`src/rtl/kt_uart_pkg.sv`:
```
// Shared types and constants for the knight-side UART command transceiver.
package kt_uart_pkg;

  localparam int         BAUD_DIV_DEF = 5208;   // 50 MHz / 9600 baud
  localparam logic [7:0] POS_ACK      = 8'hA5;
  localparam logic [7:0] MOVE_ACK     = 8'h5A;

  typedef enum logic [1:0] {RX_IDLE, RX_START, RX_DATA, RX_STOP} rx_state_t;
  typedef enum logic [1:0] {TX_IDLE, TX_START, TX_DATA, TX_STOP} tx_state_t;
  typedef enum logic       {WAIT_HI, WAIT_LO}                    asm_state_t;

endpackage

```
`src/rtl/uart_byte_rx.sv`:
```
// 8N1 byte receiver: synchronizer, start-bit qualification, LSB-first
// data shift and stop-bit check. Emits a one-cycle valid strobe for good
// bytes and a one-cycle pulse when a start bit is confirmed.
module uart_byte_rx
  import kt_uart_pkg::*;
#(
  parameter int BAUD_DIV = BAUD_DIV_DEF
) (
  input  logic       clk,
  input  logic       rst_n,
  input  logic       rx_i,
  output logic [7:0] byte_o,
  output logic       byte_vld_o,
  output logic       start_o,
  output logic       busy_o
);

  localparam int             CW      = $clog2(BAUD_DIV);
  localparam logic [CW-1:0]  HALF_M1 = CW'(BAUD_DIV / 2 - 1);
  localparam logic [CW-1:0]  FULL_M1 = CW'(BAUD_DIV - 1);

  // [0],[1] synchronizer flops; [2] delayed copy for falling-edge detection.
  logic [2:0]    sync_q;
  rx_state_t     st_q, st_d;
  logic [CW-1:0] cnt_q, cnt_d;
  logic [2:0]    bit_q, bit_d;
  logic [7:0]    shift_q, shift_d;
  logic          vld_q, vld_d;
  logic          start_q, start_d;
  logic          rx_s, fall;

  assign rx_s = sync_q[1];
  assign fall = sync_q[2] & ~rx_s;

  // Synchronizer presets to idle-high so reset never fakes a start edge.
  always_ff @(posedge clk) begin
    if (!rst_n) sync_q <= 3'b111;
    else        sync_q <= {sync_q[1:0], rx_i};
  end

  // RX FSM state register.
  always_ff @(posedge clk) begin
    if (!rst_n) begin
      st_q    <= RX_IDLE;
      cnt_q   <= '0;
      bit_q   <= '0;
      shift_q <= '0;
      vld_q   <= 1'b0;
      start_q <= 1'b0;
    end else begin
      st_q    <= st_d;
      cnt_q   <= cnt_d;
      bit_q   <= bit_d;
      shift_q <= shift_d;
      vld_q   <= vld_d;
      start_q <= start_d;
    end
  end

  // RX next state: mid-start qualification, then one sample per bit period.
  always_comb begin
    st_d    = st_q;
    cnt_d   = cnt_q;
    bit_d   = bit_q;
    shift_d = shift_q;
    vld_d   = 1'b0;
    start_d = 1'b0;
    case (st_q)
      RX_IDLE: if (fall) begin
        st_d  = RX_START;
        cnt_d = '0;
      end
      RX_START: if (cnt_q == HALF_M1) begin
        cnt_d = '0;
        bit_d = '0;
        if (!rx_s) begin
          st_d    = RX_DATA;
          start_d = 1'b1;
        end else begin
          st_d = RX_IDLE;   // line back high: glitch, not a start bit
        end
      end else cnt_d = cnt_q + CW'(1);
      RX_DATA: if (cnt_q == FULL_M1) begin
        cnt_d   = '0;
        shift_d = {rx_s, shift_q[7:1]};
        bit_d   = bit_q + 3'd1;
        if (bit_q == 3'd7) st_d = RX_STOP;
      end else cnt_d = cnt_q + CW'(1);
      RX_STOP: if (cnt_q == FULL_M1) begin
        st_d  = RX_IDLE;
        vld_d = rx_s;       // stop bit low = framing error, byte dropped
      end else cnt_d = cnt_q + CW'(1);
      default: st_d = RX_IDLE;
    endcase
  end

  assign byte_o     = shift_q;
  assign byte_vld_o = vld_q;
  assign start_o    = start_q;
  assign busy_o     = (st_q != RX_IDLE);

endmodule

```
`src/rtl/remote_cmd_xcvr.sv`:
```
// Remote command transceiver: assembles two received bytes (high first)
// into a 16-bit command with a ready/clear handshake, and serializes
// single response bytes back to the remote. RX and TX are independent.
module remote_cmd_xcvr
  import kt_uart_pkg::*;
#(
  parameter int BAUD_DIV = BAUD_DIV_DEF,
  parameter int GAP_CLKS = 16 * BAUD_DIV
) (
  input  logic        clk,
  input  logic        rst_n,
  input  logic        RX,
  output logic        TX,
  output logic [15:0] cmd,
  output logic        cmd_rdy,
  input  logic        clr_cmd_rdy,
  input  logic [7:0]  resp,
  input  logic        send_resp,
  output logic        resp_sent
);

  localparam int            CW      = $clog2(BAUD_DIV);
  localparam int            GW      = $clog2(GAP_CLKS + 1);
  localparam logic [CW-1:0] FULL_M1 = CW'(BAUD_DIV - 1);
  localparam logic [GW-1:0] GAP_MAX = GW'(GAP_CLKS);

  logic [7:0] rx_byte;
  logic       rx_vld, rx_start, rx_busy;

  uart_byte_rx #(.BAUD_DIV(BAUD_DIV)) u_rx (
    .clk       (clk),
    .rst_n     (rst_n),
    .rx_i      (RX),
    .byte_o    (rx_byte),
    .byte_vld_o(rx_vld),
    .start_o   (rx_start),
    .busy_o    (rx_busy)
  );

  // ---------------- assembler ----------------
  asm_state_t    asm_q, asm_d;
  logic [7:0]    hi_q, hi_d;
  logic [GW-1:0] gap_q, gap_d;
  logic [15:0]   cmd_q, cmd_d;
  logic          rdy_q, rdy_d;

  // Assembler state register.
  always_ff @(posedge clk) begin
    if (!rst_n) begin
      asm_q <= WAIT_HI;
      hi_q  <= '0;
      gap_q <= '0;
      cmd_q <= '0;
      rdy_q <= 1'b0;
    end else begin
      asm_q <= asm_d;
      hi_q  <= hi_d;
      gap_q <= gap_d;
      cmd_q <= cmd_d;
      rdy_q <= rdy_d;
    end
  end

  // Byte pairing, inter-byte gap timeout and cmd_rdy set/clear (set wins).
  always_comb begin
    logic set_rdy;
    asm_d   = asm_q;
    hi_d    = hi_q;
    gap_d   = gap_q;
    cmd_d   = cmd_q;
    set_rdy = 1'b0;
    case (asm_q)
      WAIT_HI: if (rx_vld) begin
        hi_d  = rx_byte;
        gap_d = '0;
        asm_d = WAIT_LO;
      end
      default: begin
        if (rx_vld) begin
          cmd_d   = {hi_q, rx_byte};
          set_rdy = 1'b1;
          asm_d   = WAIT_HI;
        end else if (!rx_busy) begin
          // Timer is frozen while a byte is arriving and saturates at the limit.
          if (gap_q == GAP_MAX) asm_d = WAIT_HI;
          else                  gap_d = gap_q + GW'(1);
        end
      end
    endcase
    if (set_rdy)                                      rdy_d = 1'b1;
    else if (clr_cmd_rdy || (rx_start && asm_q == WAIT_HI)) rdy_d = 1'b0;
    else                                              rdy_d = rdy_q;
  end

  assign cmd     = cmd_q;
  assign cmd_rdy = rdy_q;

  // ---------------- transmitter ----------------
  tx_state_t     tx_q, tx_d;
  logic [CW-1:0] tcnt_q, tcnt_d;
  logic [2:0]    tbit_q, tbit_d;
  logic [9:0]    frame_q, frame_d;
  logic          sent_q, sent_d;

  // TX state register; the frame shifter idles all-ones so TX rests high.
  always_ff @(posedge clk) begin
    if (!rst_n) begin
      tx_q    <= TX_IDLE;
      tcnt_q  <= '0;
      tbit_q  <= '0;
      frame_q <= '1;
      sent_q  <= 1'b0;
    end else begin
      tx_q    <= tx_d;
      tcnt_q  <= tcnt_d;
      tbit_q  <= tbit_d;
      frame_q <= frame_d;
      sent_q  <= sent_d;
    end
  end

  // TX next state: accept only when idle, then shift one bit per period.
  always_comb begin
    tx_d    = tx_q;
    tcnt_d  = tcnt_q;
    tbit_d  = tbit_q;
    frame_d = frame_q;
    sent_d  = sent_q;
    if (tx_q == TX_IDLE) begin
      if (send_resp) begin
        frame_d = {1'b1, resp, 1'b0};
        tcnt_d  = '0;
        sent_d  = 1'b0;
        tx_d    = TX_START;
      end
    end else if (tcnt_q != FULL_M1) begin
      tcnt_d = tcnt_q + CW'(1);
    end else begin
      tcnt_d  = '0;
      frame_d = {1'b1, frame_q[9:1]};
      case (tx_q)
        TX_START: begin
          tx_d   = TX_DATA;
          tbit_d = '0;
        end
        TX_DATA: begin
          tbit_d = tbit_q + 3'd1;
          if (tbit_q == 3'd7) tx_d = TX_STOP;
        end
        default: begin
          tx_d   = TX_IDLE;
          sent_d = 1'b1;
        end
      endcase
    end
  end

  assign TX        = frame_q[0];
  assign resp_sent = sent_q;

endmodule
```
`config.mk`:
```
export PLATFORM = sky130hd
export DESIGN_NAME = remote_cmd_xcvr
export DESIGN_NICKNAME = d
export VERILOG_FILES = /design/src/rtl/kt_uart_pkg.sv /design/src/rtl/uart_byte_rx.sv /design/src/rtl/remote_cmd_xcvr.sv
export SDC_FILE = /design/constraint.sdc
export NUM_CORES = 1
export LEC_CHECK = 0
export CAP_MARGIN = 20
export CORE_ASPECT_RATIO = 0.7
export CORE_MARGIN = 5
export CORE_UTILIZATION = 30
export DETAILED_ROUTE_END_ITERATION = 10
export GPL_TIMING_DRIVEN = 0
export MAX_ROUTING_LAYER = met4
export PLACE_DENSITY = 0.56
export SKIP_CTS_REPAIR_TIMING = 1
export SYNTH_ARGS = -nofsm -noshare
export SYNTH_HDL_FRONTEND = slang
export SYNTH_SLANG_ARGS = --single-unit
```
`constraint.sdc`:
```
create_clock -name clk -period 6.05 [get_ports clk]
set_input_delay 1.21 -clock clk [delete_from_list [all_inputs] [get_ports clk]]
set_output_delay 1.21 -clock clk [all_outputs]
set_load 0.03 [all_outputs]
```
==> run summary <==
The overall fraction of global-route tracks in use came out at 12.94%. The leftover overflow at the end of global routing is 0. The sequential fraction of the synthesis area is 42.18%. In this run the core area contains 38 standard-cell rows. The maximum frequency from static timing analysis came out at 352.6 MHz. The final design instance area without fill came out at around 5700 µm². The flow ran to the end, and the final reports show no timing, DRC or antenna violations. The clock group share of total power came out at 42.5%. Of all nets on the critical path, the largest fanout is 10. Dividing the detail-routed via count by the number of cells gives 5.202. Counting flops with an async set or reset pin after synthesis yields a share of 0%. The power density over cell area is about 250 nW/µm². The sum of negative setup slack came out at 0 ns. The hold violation total from the final report was 0. After the first detailed-routing iteration, the DRC count stood at ~350.

The worst setup path is launched from an input port. The number of enable-type register cells in the synthesized netlist came out at 0. The floorplan die area is 18820 µm². The net count after synthesis came out at 603. The number of sinks driven by the clock tree is 102. Ranked by total cell area, the synthesized netlist is headed by sky130_fd_sc_hd__dfxtp_1 (42%), sky130_fd_sc_hd__nand2_1 (7.9%), sky130_fd_sc_hd__a21oi_1 (5.0%), sky130_fd_sc_hd__nor2_1 (4.0%), sky130_fd_sc_hd__ha_1 (3.6%). The remaining max-slew budget at the tightest pin came out at 54.25%. At the worst endpoint, the arrival time is 3.04 ns. In the finished design, the share of the clock period the worst path needs comes to 46.88%. Entering global routing, the biggest net connects 18 pins. After detailed routing, the number of remaining DRC violations is 0.

The final-report max-slew violation count is 0. The number of clock buffers inserted by TritonCTS is 9. The worst-case clock buffer depth is 2.

The routed layout has 4276 vias. The path type of the worst setup path is in -> reg. The initial antenna violation count came out at 0.

The number of global-route vias before repair came to 3867. The share of Yosys cell area claimed by the top area cell type is 42.18%. The internal power component is 1.063 mW. The routed wire length came out at 11780 µm. Once detail routing completed, the nets flagged for antenna violations numbered 0. The routability-driven placement congestion ratio is about 0.82. The largest stage delay on the critical path came out at 0.67 ns. The number of setup violations in the final report is 0. The number of buffers inserted by port buffering is 31.

TritonCTS built the clock tree. The average size of a mapped cell is about 8.4 µm². The wire length of the first global-routing pass is 19490 µm. The number of H-tree levels is 3. Counting both buffers and inverters, the worst setup path holds a total of 3.

Among cell families on the critical path, the largest total delay comes from buffers and inverters. In this run the vertical extent of the chip is 116.3 µm. After clock tree synthesis, the clock-pin slew on the worst setup and hold paths is 0.07 ns. The net count reported at finish came out at 645. Summed over all nets, the switching power comes to 355.3 µW. Measured along the x axis, the die boundary spans 161.8 µm. The worst setup path is captured at a flop. The most used flip-flop cell after synthesis is sky130_fd_sc_hd__dfxtp_1.

The count of boundary I/O pins came out at 32. The synthesis-to-layout area growth is 17.91%. The final critical path time including I/O delays and setup came out at 2.836 ns. Across the VDD grid, the largest voltage drop is 0.1224 mV. Synthesis produced a netlist whose cell count is 576. The placeable core region came out at 15640 µm². Counting flops and latches in the post-synthesis netlist gives 102. Per report_power, the sequential group accounts for a little under 50% of the total. Traced cell by cell, the critical path runs through clkdlybuf4s50_1 -> clkbuf_1 -> clkbuf_1 -> o21ai_0. The master of the slowest instance on the critical path is sky130_fd_sc_hd__clkdlybuf4s50_1.

The synthesized netlist occupies a cell area of 4841 µm². The count of warnings emitted by yosys came out at 0. The most prevalent standard cell on the critical path is sky130_fd_sc_hd__clkbuf_1.

Setup repair after global routing left no endpoint under its margin. The initial standard-cell utilization of the core came out at approximately 31%. The count of distinct cell types in the synthesized netlist came out at 65. The total placed instance area came out at about 5400 µm². Across the routed clock network, the largest skew measured is 0.007881 ns. The class of the tightest hold or removal check is reg -> reg.

The leakage component of the power came out at 1.989 nW. The average wire per standard cell is between 10 and 15 µm. The total iterations of the first detailed-routing run came out at 5. The clock latency at the later pin of the worst-skew pair came out at 0.34 ns. The critical path required time is around 6.3 ns. The placed wire-length estimate is 8568 µm.

The switching portion of total power came out at 25.05%. The layout cell share with drive strength beyond 1 came out at 6.431%. The cell type with the highest aggregate area in the netlist is sky130_fd_sc_hd__dfxtp_1. 0 antenna diodes ended up in the layout. The slew at the pin closest to its max-slew limit came out at roughly 0.69 ns.

The cell at the root of the clock tree is sky130_fd_sc_hd__clkbuf_16. The share of total power in combinational logic came out at 8.7%. The reported max-cap violation count is 0.
-- cells in the mapped netlist, types with 5 or more instances --
master,number
sky130_fd_sc_hd__nand3b_1,5
sky130_fd_sc_hd__nor3_1,8
sky130_fd_sc_hd__o211a_1,5
sky130_fd_sc_hd__clkbuf_1,21
sky130_fd_sc_hd__and2_1,9
sky130_fd_sc_hd__nor2_1,51
sky130_fd_sc_hd__and3_1,10
sky130_fd_sc_hd__xor2_1,7
sky130_fd_sc_hd__dfxtp_1,102
sky130_fd_sc_hd__inv_1,11
sky130_fd_sc_hd__mux2i_1,17
sky130_fd_sc_hd__buf_2,7
sky130_fd_sc_hd__or3_1,5
sky130_fd_sc_hd__a21oi_1,48
sky130_fd_sc_hd__nand4_1,11
sky130_fd_sc_hd__nand3_1,24
sky130_fd_sc_hd__nor4_1,10
sky130_fd_sc_hd__nand2_1,102
sky130_fd_sc_hd__nor4bb_1,5
sky130_fd_sc_hd__o21ai_0,14
sky130_fd_sc_hd__xnor2_1,8
sky130_fd_sc_hd__nand2b_1,6
sky130_fd_sc_hd__ha_1,14
-- final cells by class --
| type | count | area (µm²) |
|---|---|---|
| clock inverters | 5 | 67.56 |
| inverters | 12 | 45.04 |
| plain buffers | 30 | 121.4 |
| repair buffers | 31 | 310.3 |
| multi-input cells | 432 | 2633 |
| fillers | 1593 | 9935 |
| clock buffers | 10 | 239.0 |
| flip-flops and latches | 102 | 2042 |
| well taps | 200 | 250.2 |
-- per-layer routing --
layer	track usage (%)	wire (µm)	vias to the layer above
li1	-	-	2137
met5	-	0	-
met4	2.423	59	0
met3	3.210	549	7
met1	18.38	6116	2046
met2	18.83	5053	86
-- flip-flops by register name, summed over array words and instances (netlist names), 2 cells and up, named ones only --
signal,count
cmd,16
frame_q,9
gap_q,17
hi_q,8
tbit_q,3
tcnt_q,13
tx_q,2
u_rx.bit_q,3
u_rx.byte_o,8
u_rx.cnt_q,13
u_rx.sync_q,3
-- cells in the final DEF, fill, tap and decap left out, types with 4 or more instances in the layout --
cell type and instances:
sky130_fd_sc_hd__o31ai_1 4, sky130_fd_sc_hd__or3_1 5, sky130_fd_sc_hd__clkbuf_1 21, sky130_fd_sc_hd__a211oi_1 4, sky130_fd_sc_hd__mux2i_1 17, sky130_fd_sc_hd__o211a_1 5
sky130_fd_sc_hd__nor4_1 10, sky130_fd_sc_hd__nand2b_1 6, sky130_fd_sc_hd__ha_1 14, sky130_fd_sc_hd__and3_1 10, sky130_fd_sc_hd__nor3_1 8, sky130_fd_sc_hd__clkbuf_16 9
sky130_fd_sc_hd__xnor2_1 8, sky130_fd_sc_hd__o21ai_0 14, sky130_fd_sc_hd__nand4_1 11, sky130_fd_sc_hd__nand3b_1 5, sky130_fd_sc_hd__a21oi_1 48, sky130_fd_sc_hd__or4b_1 4
sky130_fd_sc_hd__buf_2 7, sky130_fd_sc_hd__nand3_1 24, sky130_fd_sc_hd__nor2_1 51, sky130_fd_sc_hd__xor2_1 7, sky130_fd_sc_hd__clkdlybuf4s50_1 31, sky130_fd_sc_hd__dfxtp_1 102
sky130_fd_sc_hd__nand2_1 102, sky130_fd_sc_hd__and2_1 9, sky130_fd_sc_hd__inv_1 11, sky130_fd_sc_hd__nor4bb_1 5
-- power groups by stage --
stage	Combinational [mW]	Clock, mW	Sequential, mW
6_report	0.124	0.603	0.692
4_1_cts	0.124	0.617	0.691
3_5_place_dp	0.123	0	0.707
3_3_place_gp	0.122	0	0.706
2_1_floorplan	0.0851	0	0.705
5_1_grt	0.137	0.647	0.693
-- worst reg2reg max path: stages, from the launching register on --
cell and delay [ns]:
sky130_fd_sc_hd__dfxtp_1 0.35, sky130_fd_sc_hd__inv_1 0.09, sky130_fd_sc_hd__ha_1 0.31, sky130_fd_sc_hd__nand2_1 0.13, sky130_fd_sc_hd__clkbuf_1 0.25, sky130_fd_sc_hd__o21ai_2 0.47, sky130_fd_sc_hd__nor4bb_1 0.37, sky130_fd_sc_hd__mux2_1 0.36
-- cell families (layout without fill, tap and decap cells) --
| group | count (synthesis) | count (layout) | share of synthesized area (%) |
|---|---|---|---|
| flip-flops | 102 | 102 | 42.18 |
| multiplexers | 19 | 19 | 3.980 |
| AO/OA/AOI/OAI | 106 | 106 | 14.45 |
| adder cells (fa/ha/maj) | 14 | 14 | 3.619 |
| buffers and inverters | 42 | 88 | 3.438 |
| AND/OR/NAND/NOR | 278 | 278 | 29.62 |
| XOR/XNOR | 15 | 15 | 2.714 |
-- through the flow --
| stage | setup slack [ns] | hold slack (ns) | power [mW] | cells | util, % |
|---|---|---|---|---|---|
| after CTS | 3.216 | 0.4292 | 1.433 | 822 | 36.49 |
| final | 3.214 | 0.4185 | 1.418 | 822 | 36.49 |
| after global routing | 3.103 | 0.4636 | 1.476 | 822 | 36.49 |
| after global placement | 2.877 | 0.4045 | 0.8285 | 807 | 34.53 |
| after floorplan | 4.029 | 0.3863 | 0.7905 | 576 | - |
| after detailed placement | 2.866 | 0.4104 | 0.8301 | 807 | 34.53 |
-- path summary, 6_finish.rpt --
check / depth (start not counted) / slack [ns] / to / start
worst max register to register: 7 / 3.61 / gap_q[15]$_SDFFE_PN0P_ / u_rx.st_q[0]$_SDFFE_PN0P_
worst min register to register: 1 / 0.42 / u_rx.sync_q[1]$_SDFF_PN1_ / u_rx.sync_q[0]$_SDFF_PN1_
worst max-delay path: 4 / 3.21 / frame_q[8]$_SDFFE_PN1P_ / rst_n
worst min-delay path: 1 / 0.42 / u_rx.sync_q[1]$_SDFF_PN1_ / u_rx.sync_q[0]$_SDFF_PN1_
Note: power is estimated with default switching activity, not from simulation.
